`config.mk`:
```
export PLATFORM = sky130hd
export DESIGN_NAME = moving_sum_flat
export DESIGN_NICKNAME = d
export VERILOG_FILES = /design/src/rtl/moving_sum_if.sv /design/src/rtl/moving_sum.sv /design/src/flat_wrapper.sv
export SDC_FILE = /design/constraint.sdc
export NUM_CORES = 1
export LEC_CHECK = 0
export ABC_AREA = 1
export BUFFER_PORTS_ARGS = -buffer_cell sky130_fd_sc_hd__clkbuf_2
export CAP_MARGIN = 20
export CORE_MARGIN = 3
export CORE_UTILIZATION = 45
export CTS_CLUSTER_SIZE = 25
export DETAILED_ROUTE_END_ITERATION = 7
export SETUP_SLACK_MARGIN = 0.4
export SLEW_MARGIN = 20
export SYNTH_ARGS = -nofsm -noshare
export SYNTH_HDL_FRONTEND = slang
export SYNTH_SLANG_ARGS = --single-unit
```
`constraint.sdc`:
```
create_clock -name clk -period 4.8 [get_ports clk]
set_clock_uncertainty 0.1 [all_clocks]
set_input_delay 0.24 -clock clk [delete_from_list [all_inputs] [get_ports clk]]
set_output_delay 0.24 -clock clk [all_outputs]
set_load 0.05 [all_outputs]
```
`src/rtl/moving_sum_if.sv`:
```
// Sample/result bundle for the moving_sum boxcar summer.
//   master: producer side, drives din_valid, din, clear; observes dout, dout_valid, full
//   slave : summer side, the mirror image
// DATA_WIDTH/OUT_WIDTH must match the parameters of the attached moving_sum.
interface moving_sum_if #(
  parameter int unsigned DATA_WIDTH = 8,
  parameter int unsigned OUT_WIDTH  = 12
);
  logic                         din_valid;
  logic signed [DATA_WIDTH-1:0] din;
  logic                         clear;
  logic signed [OUT_WIDTH-1:0]  dout;
  logic                         dout_valid;
  logic                         full;

  modport master (
    output din_valid, din, clear,
    input  dout, dout_valid, full
  );

  modport slave (
    input  din_valid, din, clear,
    output dout, dout_valid, full
  );
endinterface

```
`src/rtl/moving_sum.sv`:
```
// Sliding-window (boxcar) summer: running sum of the last 2^LOG2_LEN accepted
// signed samples, held in a register circular buffer. Full-precision output,
// no saturation (the downstream stage clamps).
// Ports:
//   clk    - system clock, rising edge
//   resetn - asynchronous active-low reset, deassertion synchronised internally
//   bus    - moving_sum_if.slave: din_valid/din/clear in, dout/dout_valid/full out
module moving_sum #(
  parameter int unsigned DATA_WIDTH = 8,
  parameter int unsigned LOG2_LEN   = 4,
  parameter int unsigned OUT_WIDTH  = DATA_WIDTH + LOG2_LEN
) (
  input logic         clk,
  input logic         resetn,
  moving_sum_if.slave bus
);

  localparam int unsigned Len = 1 << LOG2_LEN;

  if (LOG2_LEN < 1 || LOG2_LEN > 8) begin : g_bad_len
    $error("moving_sum: LOG2_LEN out of range 1..8");
  end
  if (OUT_WIDTH < DATA_WIDTH + LOG2_LEN) begin : g_bad_width
    $error("moving_sum: OUT_WIDTH too small for exact sum");
  end

  // Reset deassertion synchroniser; datapath only acts once run is high.
  logic [1:0] rst_sync_q;
  logic       run;

  always_ff @(posedge clk or negedge resetn) begin
    if (!resetn) begin
      rst_sync_q <= 2'b00;
    end else begin
      rst_sync_q <= {rst_sync_q[0], 1'b1};
    end
  end

  assign run = rst_sync_q[1];

  logic signed [DATA_WIDTH-1:0] buf_q [Len];
  logic signed [DATA_WIDTH-1:0] buf_d [Len];
  logic signed [OUT_WIDTH-1:0]  sum_q, sum_d;
  logic [LOG2_LEN-1:0]          wr_ptr_q, wr_ptr_d;
  logic [LOG2_LEN:0]            fill_q, fill_d;
  logic                         dout_valid_q, dout_valid_d;
  logic signed [OUT_WIDTH-1:0]  din_ext, old_ext;

  assign din_ext = OUT_WIDTH'(bus.din);
  assign old_ext = OUT_WIDTH'(buf_q[wr_ptr_q]);

  always_comb begin
    buf_d        = buf_q;
    sum_d        = sum_q;
    wr_ptr_d     = wr_ptr_q;
    fill_d       = fill_q;
    dout_valid_d = 1'b0;
    if (run && bus.clear) begin
      // Flush wins over a simultaneous sample, which is dropped.
      buf_d    = '{default: '0};
      sum_d    = '0;
      wr_ptr_d = '0;
      fill_d   = '0;
    end else if (run && bus.din_valid) begin
      // Empty slots hold 0, so the subtract is harmless while filling.
      sum_d            = sum_q + din_ext - old_ext;
      buf_d[wr_ptr_q]  = bus.din;
      wr_ptr_d         = wr_ptr_q + LOG2_LEN'(1);
      dout_valid_d     = 1'b1;
      if (!fill_q[LOG2_LEN]) begin
        fill_d = fill_q + (LOG2_LEN+1)'(1);
      end
    end
  end

  always_ff @(posedge clk or negedge resetn) begin
    if (!resetn) begin
      buf_q        <= '{default: '0};
      sum_q        <= '0;
      wr_ptr_q     <= '0;
      fill_q       <= '0;
      dout_valid_q <= 1'b0;
    end else begin
      buf_q        <= buf_d;
      sum_q        <= sum_d;
      wr_ptr_q     <= wr_ptr_d;
      fill_q       <= fill_d;
      dout_valid_q <= dout_valid_d;
    end
  end

  // fill saturates at exactly 2^LOG2_LEN, so its MSB is the full flag.
  assign bus.dout       = sum_q;
  assign bus.dout_valid = dout_valid_q;
  assign bus.full       = fill_q[LOG2_LEN];

endmodule

```
`src/flat_wrapper.sv`:
```
// flat-port wrapper written by rule: the top's interface ports become plain ports
module moving_sum_flat 
#(
  parameter int unsigned DATA_WIDTH = 8,
  parameter int unsigned LOG2_LEN   = 4,
  parameter int unsigned OUT_WIDTH  = DATA_WIDTH + LOG2_LEN
)
  (clk, resetn, bus_din_valid, bus_din, bus_clear, bus_dout, bus_dout_valid, bus_full);
  moving_sum_if #(.DATA_WIDTH(DATA_WIDTH), .OUT_WIDTH(OUT_WIDTH)) bus_i ();
  input logic clk;
  input logic resetn;
  input wire logic [$bits(bus_i.din_valid)-1:0] bus_din_valid;
  input wire logic [$bits(bus_i.din)-1:0] bus_din;
  input wire logic [$bits(bus_i.clear)-1:0] bus_clear;
  output wire logic [$bits(bus_i.dout)-1:0] bus_dout;
  output wire logic [$bits(bus_i.dout_valid)-1:0] bus_dout_valid;
  output wire logic [$bits(bus_i.full)-1:0] bus_full;
  assign bus_i.din_valid = bus_din_valid;
  assign bus_i.din = bus_din;
  assign bus_i.clear = bus_clear;
  assign bus_dout = bus_i.dout;
  assign bus_dout_valid = bus_i.dout_valid;
  assign bus_full = bus_i.full;
  moving_sum #(.DATA_WIDTH(DATA_WIDTH), .LOG2_LEN(LOG2_LEN), .OUT_WIDTH(OUT_WIDTH)) u_core (.clk(clk), .resetn(resetn), .bus(bus_i));
endmodule
```
Yosys cells after proc, flatten, opt, wreduce, memory -nomap -nowiden --
Cells that the tools add are included. Widths: inputs -> output; s select.
Cells by class: $mul 0, add/subtract/negate cells 4, magnitude comparators 2, muxes and demuxes 17, equal/unequal tests 1, reductions and logical operators 5, bitwise gates (word level) 1, div/mod/pow operators 0, shifts and indexed selects 0
Operators with widths (count):
- $mux 128 | 2
- $bwmux 128 | 1
- $bmux 8 s4 | 1
- $demux 8 s4 | 1
- $mux 12 | 2
- $mux 8 | 3
- $mux 5 | 3
- $add 12x8->12 | 1
- $sub 12x8->12 | 1
- $mux 4 | 2
- $add 5x1->5 const B | 1
- $ge 5x5->1 const B | 1
- $lt 5x1->1 const B | 1
- $not 4->5 | 1
- $add 4x1->4 const B | 1
- $logic_and 1x1->1 | 3
- $mux 1 | 2
- $ne 2x2->1 const B | 1
- $reduce_and 2->1 | 1
- $reduce_bool 2->1 | 1
Word-level totals: register bits 152, logic and storage cells 52, input bits 12, memories 0, latch bits 0, bits in read-only memories 0, memory bits (writable) 0

Logic depth before layout (Yosys ltp) --
depth in word-level cells 8, mapped depth 21, mapped depth without buffers 19

Least setup slack after synthesis --
No wires, ideal clock.
path kind register to register, start point register u_core.wr_ptr_q[1], end point register u_core.sum_q[11] (netlist: u_core.bus.dout[11]), data arrival time 2.687 ns, stages on the path, launching flop included 19, period minus slack after synthesis 2.905 ns, setup slack 1.895 ns, path through dfrtp_1 buf_2 inv_2 buf_2 a21oi_1 o21ai_0 nand2_1 nand2_1 nand4_1 fa_1 inv_1 ha_1 or2_2 nand3_1 nand2_1 nand2_1 nand3_1 nand3_1 nand2_1
On the way: cells in the longest elaborated chain, start to end 7
RTL lines:
- start, declared | line moving_sum.sv:44 | logic [LOG2_LEN-1:0] wr_ptr_q, wr_ptr_d;
- start signal, assigned | line moving_sum.sv:86 | wr_ptr_q <= wr_ptr_d;
- $not 4->5 (implied by the code) | line moving_sum.sv:50 | assign old_ext = OUT_WIDTH'(buf_q[wr_ptr_q]);
- $bmux 8 s4 | line moving_sum.sv:50
- $mux 8 (implied by the code) (2 in series) | line moving_sum.sv:50
- $sub 12x8->12 | line moving_sum.sv:66 | sum_d = sum_q + din_ext - old_ext;
- $mux 12 | line moving_sum.sv:64 | end else if (run && bus.din_valid) begin
- $mux 12 | line moving_sum.sv:58 | if (run && bus.clear) begin
- end signal, assigned | line moving_sum.sv:85 | sum_q <= sum_d;
- end, declared | line moving_sum.sv:43 | logic signed [OUT_WIDTH-1:0] sum_q, sum_d;
Every way passes these cells. The select of a mux whose other input is x is not followed. A chain may end at the register's enable or synchronous reset.

Worst setup path after layout --
start point register u_core.wr_ptr_q[0], end point register u_core.sum_q[11] (netlist: u_core.bus.dout[11])
Same word-level chain as after synthesis.

==> impl_metrics.py <==
metrics = {
    "run_status": {
        "outcome": "finished, final reports clean",
    },
    "pwr": {
        "pwr_density_nw_per_um2": 475,
        "clock_power_share": 0.325,
        "peak_supply_drop_mv": 0.329,
        "total_power_uw": 4240,
        "p_sw_frac": 0.381,
        "power.leakage_uw": 0.00421,
        "seq_power_share": 0.327,
        "combPwrFrac": 0.347,
        "internal-power_uw": 2620,
        "power.switching_uw": 1620,
    },
    "setup_path": {
        "timing_worst_setup_path_type": "flop to flop",
        "worst_path_max_delay_cell": "sky130_fd_sc_hd__fa_1",
        "timing.critical_path.cells": "buf_4 > a21oi_1 > o21ai_0 > nand2_1 > nand2_1 > nand4_1 > fa_1 > inv_1 > ha_1 > nand2_1 > nor2_1 > nand3_1 > nand3_1 > nand2_1 > nand3_1 > nand2_1",
        "critical-path-top-cell-by-count": "sky130_fd_sc_hd__nand2_1",
        "ff_to_ff_setup_slack_ps": 1130,
        "data_required_time_of_the_critical_path_ps": 5030,
        "crit-reg2reg-launch": "u_core.wr_ptr_q[0]$_DFFE_PN0P_",
        "rr_endpoint": "u_core.bus.dout[11]$_DFFE_PN0P_",
        "crit_path_start": "u_core.wr_ptr_q[0]$_DFFE_PN0P_",
        "worst_case_reg_to_reg_path_depth": 16,
        "crit_path_max_incr_delay_ps": 620,
        "timing.critical_path.from_type": "flop",
        "critPathArrivalTime_ps": 3900,
        "worstSetupEndpointType": "flop",
        "critical_path_peak_fanout": 68,
    },
    "synthesis": {
        "ys_ff_latch": 152,
        "synthCells": 975,
        "ys.flop_type": "sky130_fd_sc_hd__dfrtp_1",
        "ys_async_sr_fraction": 1.00,
        "netlist.top_cell.by_area": "sky130_fd_sc_hd__dfrtp_1",
        "yosysTopAreaCellShare": 0.472,
        "seq_area_frac_synth": 0.472,
        "synth-compound-area-share": 0.188,
        "yosys_warnings": 0,
        "synthesis.nets": 1016,
        "synthSimpleGateAreaFrac": 0.181,
        "synthAdderAreaFrac": 0.0553,
        "largest_family_of_logic_cells_by_synthesized_area": "compound AO/OA/AOI/OAI gates",
        "area_contributors_post_synth": "sky130_fd_sc_hd__dfrtp_1, sky130_fd_sc_hd__nand2_1, sky130_fd_sc_hd__o21ai_0",
        "synth_enable_flop_cells": 0,
        "syn_avg_cell_area_sq_um": 8.27,
        "netlist-cell-type-count": 31,
        "xor_xnor_cell_area_share_of_the_yosys_netlist": 0.00543,
        "muxShareOfSynthArea": 0,
        "cell_area_after_technology_mapping_sq_um": 8060,
    },
    "detailed_routing": {
        "via_density": 5.63,
        "drtPass1Iterations": 5,
        "drt_first_iter_violations": 638,
        "avgRoutedWirePerCell_microns": 19.2,
        "dr_total_vias": 6892,
        "post-route-drc-count": 0,
        "detail_route.wirelength_mm": 23.4,
        "detail-route-antenna-nets": 0,
    },
    "floorplanning": {
        "die_area_sq_um": 19600,
        "die-width_microns": 140,
        "row_count": 48,
        "initial_utilization": 0.463,
        "boundaryPins": 26,
        "die_h_microns": 140,
        "coreArea_sq_um": 17400,
    },
    "sta": {
        "finalWorstSetupSlack_ps": 1130,
        "worst-slew-pin-transition_ps": 837,
        "min_period_ps": 3670,
        "final-hold-violation-count": 0,
        "fin_tns_setup_ps": 0,
        "relSlewSlack": 0.441,
        "timing.fmax_mhz": 273,
        "finalCritPeriodShare": 0.764,
        "final-max-slew-violation-count": 0,
        "finalSetupViolCount": 0,
        "grt_setup_unrepaired": "false",
    },
    "clocking": {
        "insertion_delay_ps": 430,
        "cts_inserted_buffers": 17,
        "clk_transition_reported_paths_ps": 60,
        "cts.repair_timing.setup_buffer_count": 0,
        "clk_path_buf_depth": 2,
        "cts_tree": "built",
        "cts_htree_levels": 4,
        "cts_num_sinks": 152,
        "cts.root.buffer_cell": "sky130_fd_sc_hd__clkbuf_16",
    },
    "grt": {
        "first_global_vias": 6657,
        "grt_first_pass_wirelength_mm": 37.8,
        "grt_max_degree": 69,
        "initial_antenna_violation_count": 0,
        "globalRoute.totalOverflow": 0,
        "track_usage": 0.249,
    },
    "hold_path": {
        "hold_class": "primary input to flop",
        "timing.hold.worst_endpoint": "u_core.buf_q[28]$_DFFE_PN0P_",
        "worstHoldStart": "bus_din[4]",
        "hold_depth": 3,
    },
    "cells_and_area": {
        "mostFrequentLayoutCell": "sky130_fd_sc_hd__nand2_1",
        "layout.nets": 1027,
        "stdcell_count": 1224,
        "area_growth_syn_to_layout_pct": 10.9,
        "antenna_cells_inserted": 0,
        "most-common-layout-cells": "sky130_fd_sc_hd__nand2_1, sky130_fd_sc_hd__dfrtp_1, sky130_fd_sc_hd__inv_1",
        "drive_above_1_share": 0.109,
    },
    "place": {
        "place_hpwl_mm": 15.9,
        "port_buffers": 25,
        "post-place-ws_ps": 1160,
        "place_congestion": 0.927,
        "placedCellCount": 1191,
    },
    "job": {
        "drv.max_cap_violation_count": 0,
    },
}
per-stage QoR:
stage / utilization / hold slack [ps] / area, sq um
floorplan: - / -156 / 8060
global placement: 0.478 / 92.8 / 8330
detailed placement: 0.478 / 90.5 / 8330
CTS: 0.513 / 59.0 / 8940
global route: 0.513 / 89.7 / 8940
finish: 0.513 / 43.0 / 8940
Yosys cell counts (3+ instances only):
master / count
sky130_fd_sc_hd__nand2_1: 153
sky130_fd_sc_hd__dfrtp_1: 152
sky130_fd_sc_hd__inv_1: 134
sky130_fd_sc_hd__o21ai_0: 109
sky130_fd_sc_hd__nand3_1: 97
sky130_fd_sc_hd__o22ai_1: 72
sky130_fd_sc_hd__a21oi_1: 71
sky130_fd_sc_hd__o21ai_1: 27
sky130_fd_sc_hd__nor2_1: 20
sky130_fd_sc_hd__nand2_2: 19
sky130_fd_sc_hd__ha_1: 18
sky130_fd_sc_hd__buf_2: 16
sky130_fd_sc_hd__nand4_1: 13
sky130_fd_sc_hd__clkbuf_1: 11
sky130_fd_sc_hd__fa_1: 11
sky130_fd_sc_hd__buf_1: 9
sky130_fd_sc_hd__nor2_2: 8
sky130_fd_sc_hd__buf_6: 5
sky130_fd_sc_hd__inv_2: 5
sky130_fd_sc_hd__buf_4: 4
sky130_fd_sc_hd__clkinv_1: 4
sky130_fd_sc_hd__xor2_1: 3
flip-flops by register name, summed over array words and instances, names as in the netlist:
register	cells
u_core.rst_sync_q	2
u_core.fill_q	5
u_core.bus.dout_valid	1
u_core.bus.dout	12
u_core.wr_ptr_q	4
u_core.buf_q	128
how the worst max path moves through the flow:
| stage | endpoint | slack [ps] | cells after the start |
|---|---|---|---|
| after global placement | u_core.bus.dout[9]$_DFFE_PN0P_ | 1140 | 16 |
| after floorplan | u_core.bus.dout[11]$_DFFE_PN0P_ | 1890 | 18 |
| after global routing | u_core.bus.dout[11]$_DFFE_PN0P_ | 810 | 16 |
| final | u_core.bus.dout[11]$_DFFE_PN0P_ | 1130 | 16 |
| after detailed placement | u_core.bus.dout[11]$_DFFE_PN0P_ | 1160 | 16 |
| after CTS | u_core.bus.dout[11]$_DFFE_PN0P_ | 1170 | 16 |
what timing repair did:
action	CTS	global route
hold buffers	1	0
endpoints found under the hold margin	43	0
gates resized for setup	0	0
final cells by class:
cell class              instances  area [sq um]
clock buffers                  21           450
clock inverters                11           149
fillers                      1739          8480
inverters                     145           549
multi-input cells             633          3470
flip-flops and latches        152          3800
well taps                     225           282
repair buffers                 37           236
per-layer routing:
| layer | global-route usage | part of all wire | vias to the layer above |
|---|---|---|---|
| li1 | - | - | 3306 |
| met1 | 0.369 | 0.47 | 3324 |
| met2 | 0.378 | 0.46 | 230 |
| met3 | 0.0450 | 0.054 | 32 |
| met4 | 0.0648 | 0.019 | 0 |
| met5 | 0 | 0 | - |
power groups by stage:
stage | logic [uW] | clock network [uW] | registers [uW]
after floorplan | 947 | 0 | 1560
after global placement | 1470 | 0 | 1410
after detailed placement | 1470 | 0 | 1410
after CTS | 1480 | 1390 | 1390
after global routing | 1680 | 1450 | 1400
final | 1470 | 1380 | 1390
worst max-delay path, delay by kind of cell (launching register included):
family	cells	cell delay, ps
fa+ha+maj	2	970
flops	1	360
compound gates	2	330
simple gates	10	1200
buf+inv	2	550
cells by family after synthesis:
kind of cell | after synthesis
xor gates and xnor gates | 5
other | 1
adders and majority gates | 29
AOI/OAI and AO/OA | 282
and+or+nand+nor | 316
buffers and inverters | 190
DFF | 152
(Power assumes the default switching activity.)
